`src/rtl/lab_pkg.sv`:
```
// Shared definitions for the lab memory read/write top-levels.
// Provides the scan state encoding and the default Mem geometry.
package lab_pkg;

    localparam int unsigned LAB_ADDR_W = 6;
    localparam int unsigned LAB_DATA_W = 32;

    // Scan reader states; 2-bit encoding shared with the memory top-levels.
    typedef enum logic [1:0] {
        ST_ISSUE = 2'd0,
        ST_WAIT  = 2'd1,
        ST_HOLD  = 2'd2,
        ST_STOP  = 2'd3
    } scan_state_e;

endpackage

```
`src/rtl/edge_rise.sv`:
```
// One-register rising-edge detector for an already synchronised level.
// Ports:
//   clk    - clock, posedge
//   rst_n  - synchronous active-low reset (clears the history register)
//   d      - synchronised level input
//   rise_c - combinational pulse: d high this cycle, low last cycle
module edge_rise (
    input  logic clk,
    input  logic rst_n,
    input  logic d,
    output logic rise_c
);

    logic d_q;

    // History of the input from the previous cycle.
    always_ff @(posedge clk) begin
        if (!rst_n) begin
            d_q <= 1'b0;
        end else begin
            d_q <= d;
        end
    end

    assign rise_c = d & ~d_q;

endmodule

```
`src/rtl/mem_scan_reader.sv`:
```
// Walks the Mem address space, reads each word and holds it on the LED
// display for a programmable dwell time. Supports free-run, pause,
// single-step and restart. Never writes Mem.
// Ports:
//   clk         - system clock, posedge
//   rst_n       - synchronous active-low reset (beats restart)
//   run         - 1 = auto-advance after DWELL cycles, 0 = paused
//   step        - synchronised single-step level, rising edge advances
//   restart     - one-cycle pulse: jump to address 0 and re-read
//   mem_addr    - read address to Mem
//   mem_rd_data - Mem read data (RD_LAT cycles after mem_addr)
//   disp_data   - captured word shown on the display
//   disp_addr   - address of disp_data
//   disp_valid  - disp_data holds a captured word
//   done        - last word shown with WRAP=0
module mem_scan_reader
    import lab_pkg::*;
#(
    parameter int unsigned ADDR_W = LAB_ADDR_W,
    parameter int unsigned DATA_W = LAB_DATA_W,
    parameter int unsigned DWELL  = 50_000_000,
    parameter int unsigned RD_LAT = 1,
    parameter int unsigned WRAP   = 1
) (
    input  logic              clk,
    input  logic              rst_n,
    input  logic              run,
    input  logic              step,
    input  logic              restart,
    output logic [ADDR_W-1:0] mem_addr,
    input  logic [DATA_W-1:0] mem_rd_data,
    output logic [DATA_W-1:0] disp_data,
    output logic [ADDR_W-1:0] disp_addr,
    output logic              disp_valid,
    output logic              done
);

    // A DWELL of 1 still needs a one-bit counter to keep widths legal.
    localparam int unsigned       CNT_W    = (DWELL > 1) ? $clog2(DWELL) : 1;
    localparam logic [CNT_W-1:0]  CNT_MAX  = CNT_W'(DWELL - 1);
    localparam logic [ADDR_W-1:0] ADDR_MAX = '1;

    scan_state_e       state_q;
    scan_state_e       state_d;
    logic [ADDR_W-1:0] addr_d;
    logic [DATA_W-1:0] data_d;
    logic [ADDR_W-1:0] daddr_d;
    logic              valid_d;
    logic              done_d;
    logic [CNT_W-1:0]  cnt_q;
    logic [CNT_W-1:0]  cnt_d;
    logic              step_rise_c;
    logic              advance_c;

    // Step edge history runs in every state, so an edge outside HOLD is
    // consumed rather than queued.
    edge_rise u_step_edge (
        .clk    (clk),
        .rst_n  (rst_n),
        .d      (step),
        .rise_c (step_rise_c)
    );

    // State, address, display and dwell counter registers.
    always_ff @(posedge clk) begin
        if (!rst_n) begin
            state_q    <= ST_ISSUE;
            mem_addr   <= '0;
            disp_data  <= '0;
            disp_addr  <= '0;
            disp_valid <= 1'b0;
            done       <= 1'b0;
            cnt_q      <= '0;
        end else begin
            state_q    <= state_d;
            mem_addr   <= addr_d;
            disp_data  <= data_d;
            disp_addr  <= daddr_d;
            disp_valid <= valid_d;
            done       <= done_d;
            cnt_q      <= cnt_d;
        end
    end

    // Next-state, capture and dwell logic.
    always_comb begin
        state_d   = state_q;
        addr_d    = mem_addr;
        data_d    = disp_data;
        daddr_d   = disp_addr;
        valid_d   = disp_valid;
        done_d    = done;
        cnt_d     = cnt_q;
        advance_c = 1'b0;

        if (restart) begin
            // Display contents are kept so the board never blanks on restart.
            state_d = ST_ISSUE;
            addr_d  = '0;
            cnt_d   = '0;
            done_d  = 1'b0;
        end else begin
            case (state_q)
                ST_ISSUE: begin
                    if (RD_LAT == 0) begin
                        data_d  = mem_rd_data;
                        daddr_d = mem_addr;
                        valid_d = 1'b1;
                        state_d = ST_HOLD;
                    end else begin
                        state_d = ST_WAIT;
                    end
                end

                ST_WAIT: begin
                    data_d  = mem_rd_data;
                    daddr_d = mem_addr;
                    valid_d = 1'b1;
                    state_d = ST_HOLD;
                end

                ST_HOLD: begin
                    // Step edge and dwell expiry together still advance once.
                    advance_c = step_rise_c | (run & (cnt_q == CNT_MAX));
                    if (advance_c) begin
                        cnt_d = '0;
                        if (mem_addr != ADDR_MAX) begin
                            addr_d  = mem_addr + ADDR_W'(1);
                            state_d = ST_ISSUE;
                        end else if (WRAP != 0) begin
                            addr_d  = '0;
                            state_d = ST_ISSUE;
                        end else begin
                            done_d  = 1'b1;
                            state_d = ST_STOP;
                        end
                    end else if (run) begin
                        cnt_d = cnt_q + CNT_W'(1);
                    end
                end

                ST_STOP: begin
                    state_d = ST_STOP;
                end

                default: begin
                    state_d = ST_ISSUE;
                end
            endcase
        end
    end

endmodule

```
`config.mk`:
```
export PLATFORM = sky130hd
export DESIGN_NAME = mem_scan_reader
export DESIGN_NICKNAME = d
export VERILOG_FILES = /design/src/rtl/lab_pkg.sv /design/src/rtl/edge_rise.sv /design/src/rtl/mem_scan_reader.sv
export SDC_FILE = /design/constraint.sdc
export NUM_CORES = 1
export LEC_CHECK = 0
export ABC_AREA = 1
export CAP_MARGIN = 40
export CORE_UTILIZATION = 44
export DETAILED_ROUTE_END_ITERATION = 10
export PLACE_DENSITY = 0.75
export SLEW_MARGIN = 30
export SYNTH_ARGS = -nofsm -noshare
export SYNTH_HDL_FRONTEND = slang
export SYNTH_SLANG_ARGS = --single-unit
export TNS_END_PERCENT = 10
```
`constraint.sdc`:
```
create_clock -name clk -period 1.4 [get_ports clk]
set_input_delay 0.21 -clock clk [delete_from_list [all_inputs] [get_ports clk]]
set_output_delay 0.21 -clock clk [all_outputs]
set_load 0.03 [all_outputs]
```
==> results <==
- The run finished, with violations left.
- The checks that failed: negative setup slack.
- The sink count of the clock tree is 74.
- The routability congestion estimate from global placement is 0.901.
- The setup-violating endpoint count in the final report is 21.
- The critical path's slowest cell is sky130_fd_sc_hd__dfxtp_2.
- Once routing completed, OpenROAD measured the worst setup slack at -0.0588 ns.
- The routed wirelength normalized by instance count is 12.3 um.
- After detailed placement, the design holds a cell count of 696.
- The final layout contains routed wiring with a total length of 8760 um.
- The number of antenna violations at the first check in global routing is 0.
- In the final layout, the share of cells above drive strength 1 is 19.9%.
- The max-cap check violation count is 0.
- The max-slew violation count is 0.
- The mean instance size in the synthesized netlist is 7.12 um2.
- The final hold violation count is 0.
- The most frequent cell after synthesis is sky130_fd_sc_hd__nor2_1.
- The type of the tightest min-delay check is primary input to flip-flop.
- The floorplan step defined a die boundary enclosing 7950 um2.
- Port buffering added 81 buffers.
- The synthesized netlist contains 29 unique library cells.
- The number of enable-type register cells in the synthesized netlist is 0.
- The launching element type of the critical path is a flip-flop.
- The largest stage delay on the critical path is 0.35 ns.
- The portion of the clock cycle consumed by the worst path in the final layout is 104%.
- The count of H-tree levels built during CTS is 3.
- In the post-synthesis netlist, the biggest area contributors are sky130_fd_sc_hd__dfxtp_1, sky130_fd_sc_hd__nor2_1, sky130_fd_sc_hd__nand2_1.
- The number of cells on the worst reg-to-reg path is 12.
- Ranked by instance count, the synthesized netlist is headed by sky130_fd_sc_hd__nor2_1, sky130_fd_sc_hd__dfxtp_1, sky130_fd_sc_hd__nand2_1.
- The worst endpoint data arrival time is 1.71 ns.
- Along the worst hold path, the cell count comes to 3.
- For this run, asynchronously set or reset flops after synthesis account for 0%.
- The most area-hungry cell type in the Yosys netlist is sky130_fd_sc_hd__dfxtp_1.
- The leftover overflow at the end of global routing is 0.
- For the finished layout, the period the worst path requires is 1.46 ns.
- In this run the biggest area consumer among cell types represents 44.3% of the synthesized area.
- The number of remaining DRC errors is 0.
- The maximum buffer depth of the clock tree is 2.
- Setup repair after global routing could not meet its margin everywhere.
- Hold repair after CTS inserted 0 buffers.
- Traced cell by cell, the critical path runs through buf_4 -> inv_1 -> nor2_2 -> nand2_1 -> nor2_2 -> nand2_2 -> inv_1 -> nand3_1 -> nand2_1 -> nand2_1 -> nand2_1 -> inv_1.
- In this run the power spent charging and discharging nets is 1.15 mW.
- The leakage power is 2.15 nW.
- The worst-case clock skew is 0.0134 ns.
- The post-synthesis cell count is 470.
- The CTS tree is built.
- After clock tree synthesis, the clock-pin slew on the worst setup and hold paths is 0.08 ns.
- The final hold slack is 0.468 ns.
- During I/O placement, the number of pins put on the boundary was 83.
- The overall power after layout is 4.58 mW.
- Sequential cells were found to cover 44.3% of the synthesized design area.
- The peak fanout along the critical path is 5.
- The internal power of the cells totals 3.42 mW.
- For this design the ratio of total power to cell area is 911 nW/um2.
- The clock network is responsible for 40.0% of the overall power.
- After legalization and detailed placement, the total HPWL measured 6360 um.
- In this run the clock root is driven by a sky130_fd_sc_hd__clkbuf_8.
- In this run the critical register-to-register path is launched from cnt_q[0]$_SDFFE_PP0P_.
- The via count is 3,442.
- In the synthesized netlist the dominant register cell turns out to be sky130_fd_sc_hd__dfxtp_1.
- The count of nets after finishing is 652.
- In this run the core area contains 31 standard-cell rows.
- During synthesis, Yosys emitted a total of 0 warnings.
- Entering global routing, the biggest net connects 40 pins.
- The cell that appears most often on the critical path is sky130_fd_sc_hd__nand2_1.
- The cell area after synthesis is 3340 um2.
- After the first detailed-routing iteration, the DRC count stood at 147.
- For this run, the number of standard cells in the final layout without fillers is 713.
- The global-route usage over all layers is 22.2%.
- The kind of critical path is flip-flop to flip-flop.
- The number of vias per cell is 4.83.
- The via count of the first global-routing pass is 3,235.
- The antenna diode count is 0.
- The signed area change from the synthesized netlist to the final layout is 50.2%.
- The launch point of the worst hold path is mem_rd_data[16].
- The die is 89.2 um wide.
- The switching portion of total power is 25.2%.
- Once the floorplan was initialized, standard cells occupied 45.9% of the core.
- The maximum vdd ir drop is 0.524 mV.
- The first detailed-routing pass took 4 iterations.
- The remaining number of nets flagged by the antenna check after routing is 0.
- The total area inside the core boundary comes to 7290 um2.
- Tracing the worst setup path back leads to its startpoint at cnt_q[0]$_SDFFE_PP0P_.
- The first global-routing pass estimated 13,700 um of wire.
- The achievable clock frequency is 685 MHz.
- The clock insertion delay at the later pin of the skew report is 0.35 ns.
- The data required time at the worst endpoint is 1.66 ns.
- The number of clock buffers inserted by TritonCTS is 9.
- The floorplan step set the die height to 89.2 um.
- The post-synthesis sequential element count is 74.
- Registers are responsible for 47.8% of the overall power.
- The number of nets handed over by synthesis was 513.
- The share of total power in combinational logic is 12.2%.
- STA classifies the critical path endpoint as a flip-flop.
[cell usage in the layout (no fill, tap or decap), types with 2 or more instances in the layout]
master                            count
sky130_fd_sc_hd__nand2_1             68
sky130_fd_sc_hd__nor2_4               6
sky130_fd_sc_hd__a21oi_2              3
sky130_fd_sc_hd__inv_2                3
sky130_fd_sc_hd__nor3_1               6
sky130_fd_sc_hd__dlygate4sd2_1       43
sky130_fd_sc_hd__a21oi_1             11
sky130_fd_sc_hd__nor2_2              10
sky130_fd_sc_hd__bufinv_16            2
sky130_fd_sc_hd__clkdlybuf4s50_1     36
sky130_fd_sc_hd__buf_12               3
sky130_fd_sc_hd__dfxtp_2              5
sky130_fd_sc_hd__buf_4               55
sky130_fd_sc_hd__nor2_1             118
sky130_fd_sc_hd__inv_1               42
sky130_fd_sc_hd__o21ai_0             42
sky130_fd_sc_hd__xor2_1               8
sky130_fd_sc_hd__xnor2_1              6
sky130_fd_sc_hd__clkinv_4             3
sky130_fd_sc_hd__ha_4                 2
sky130_fd_sc_hd__dfxtp_1             68
sky130_fd_sc_hd__nand3b_1             2
sky130_fd_sc_hd__nand3_1             19
sky130_fd_sc_hd__nand2_4              4
sky130_fd_sc_hd__clkdlybuf4s15_1      2
sky130_fd_sc_hd__buf_6                4
sky130_fd_sc_hd__clkbuf_8             9
sky130_fd_sc_hd__nand4_1              7
sky130_fd_sc_hd__nand2_2              5
sky130_fd_sc_hd__o21ai_1              3
sky130_fd_sc_hd__ha_1                 4
[flip-flops by register name (all words and copies together), names as in the netlist]
name	count
disp_data	32
u_step_edge.d_q	1
disp_addr	6
disp_valid	1
cnt_q	26
mem_addr	6
state_q	2
[final timing paths]
| path | endpoint | slack [ns] |
|---|---|---|
| max | cnt_q[19]$_SDFFE_PP0P_ | -0.06 |
| min | disp_data[16]$_SDFFE_PN0P_ | 0.47 |
| max reg2reg | cnt_q[19]$_SDFFE_PP0P_ | -0.06 |
| min reg2reg | disp_valid$_SDFFE_PN0P_ | 0.47 |
[stage by stage]
step,instance area [um2],worst slack (ns),TNS (ns),util [%]
global placement,4730,-0.344,-10.95,64.8
finish,5020,-0.0588,-0.428,68.9
floorplan,3380,-0.0257,-0.350,-
CTS,4940,-0.0730,-0.552,67.7
detailed placement,4730,-0.358,-11.95,64.8
global route,5020,-0.142,-3.32,68.9
[critical path: cells and delay by family, from the launching register on]
kind                   cells  cell delay [ns]
AND/OR/NAND/NOR            8             0.71
flip-flops                 1             0.35
buffers and inverters      4             0.31
[cell type report]
type                       instances  area, um2
timing repair buffer             144       1290
tap                               99        124
inverter                          45        169
clock buffer                      10        128
multi-input combinational        335       1730
sequential                        74       1490
clock inverter                     6       91.3
fill                             638       2270
[cell families after synthesis]
family	count (synthesis)	synth area share, %
simple gates	251	31.8
flops	74	44.3
compound gates	62	9.99
buf+inv	61	7.63
xor+xnor	14	3.67
fa+ha+maj	6	2.24
other cells	1	0.112
mux	1	0.299
[what timing repair did]
item,in CTS,in global routing
pin swaps,5,13
endpoints found under the setup margin,98,72
gates resized for setup,60,28
setup buffers,0,1
[routing by layer]
layer	global-route usage, %	vias up	part of all wire [%]
met5	0	-	0
met4	9.24	0	1.3
met3	5.63	15	6.8
met2	40.3	95	50
met1	24.7	1569	42
li1	-	1763	-
[power groups by stage]
stage | clock [mW] | sequential, mW | combinational, mW
5_1_grt | 1.96 | 2.20 | 0.612
6_report | 1.83 | 2.19 | 0.558
3_3_place_gp | 0 | 2.24 | 0.574
2_1_floorplan | 0 | 2.36 | 0.173
4_1_cts | 1.87 | 2.19 | 0.555
3_5_place_dp | 0 | 2.24 | 0.585
(Power assumes the default switching activity.)
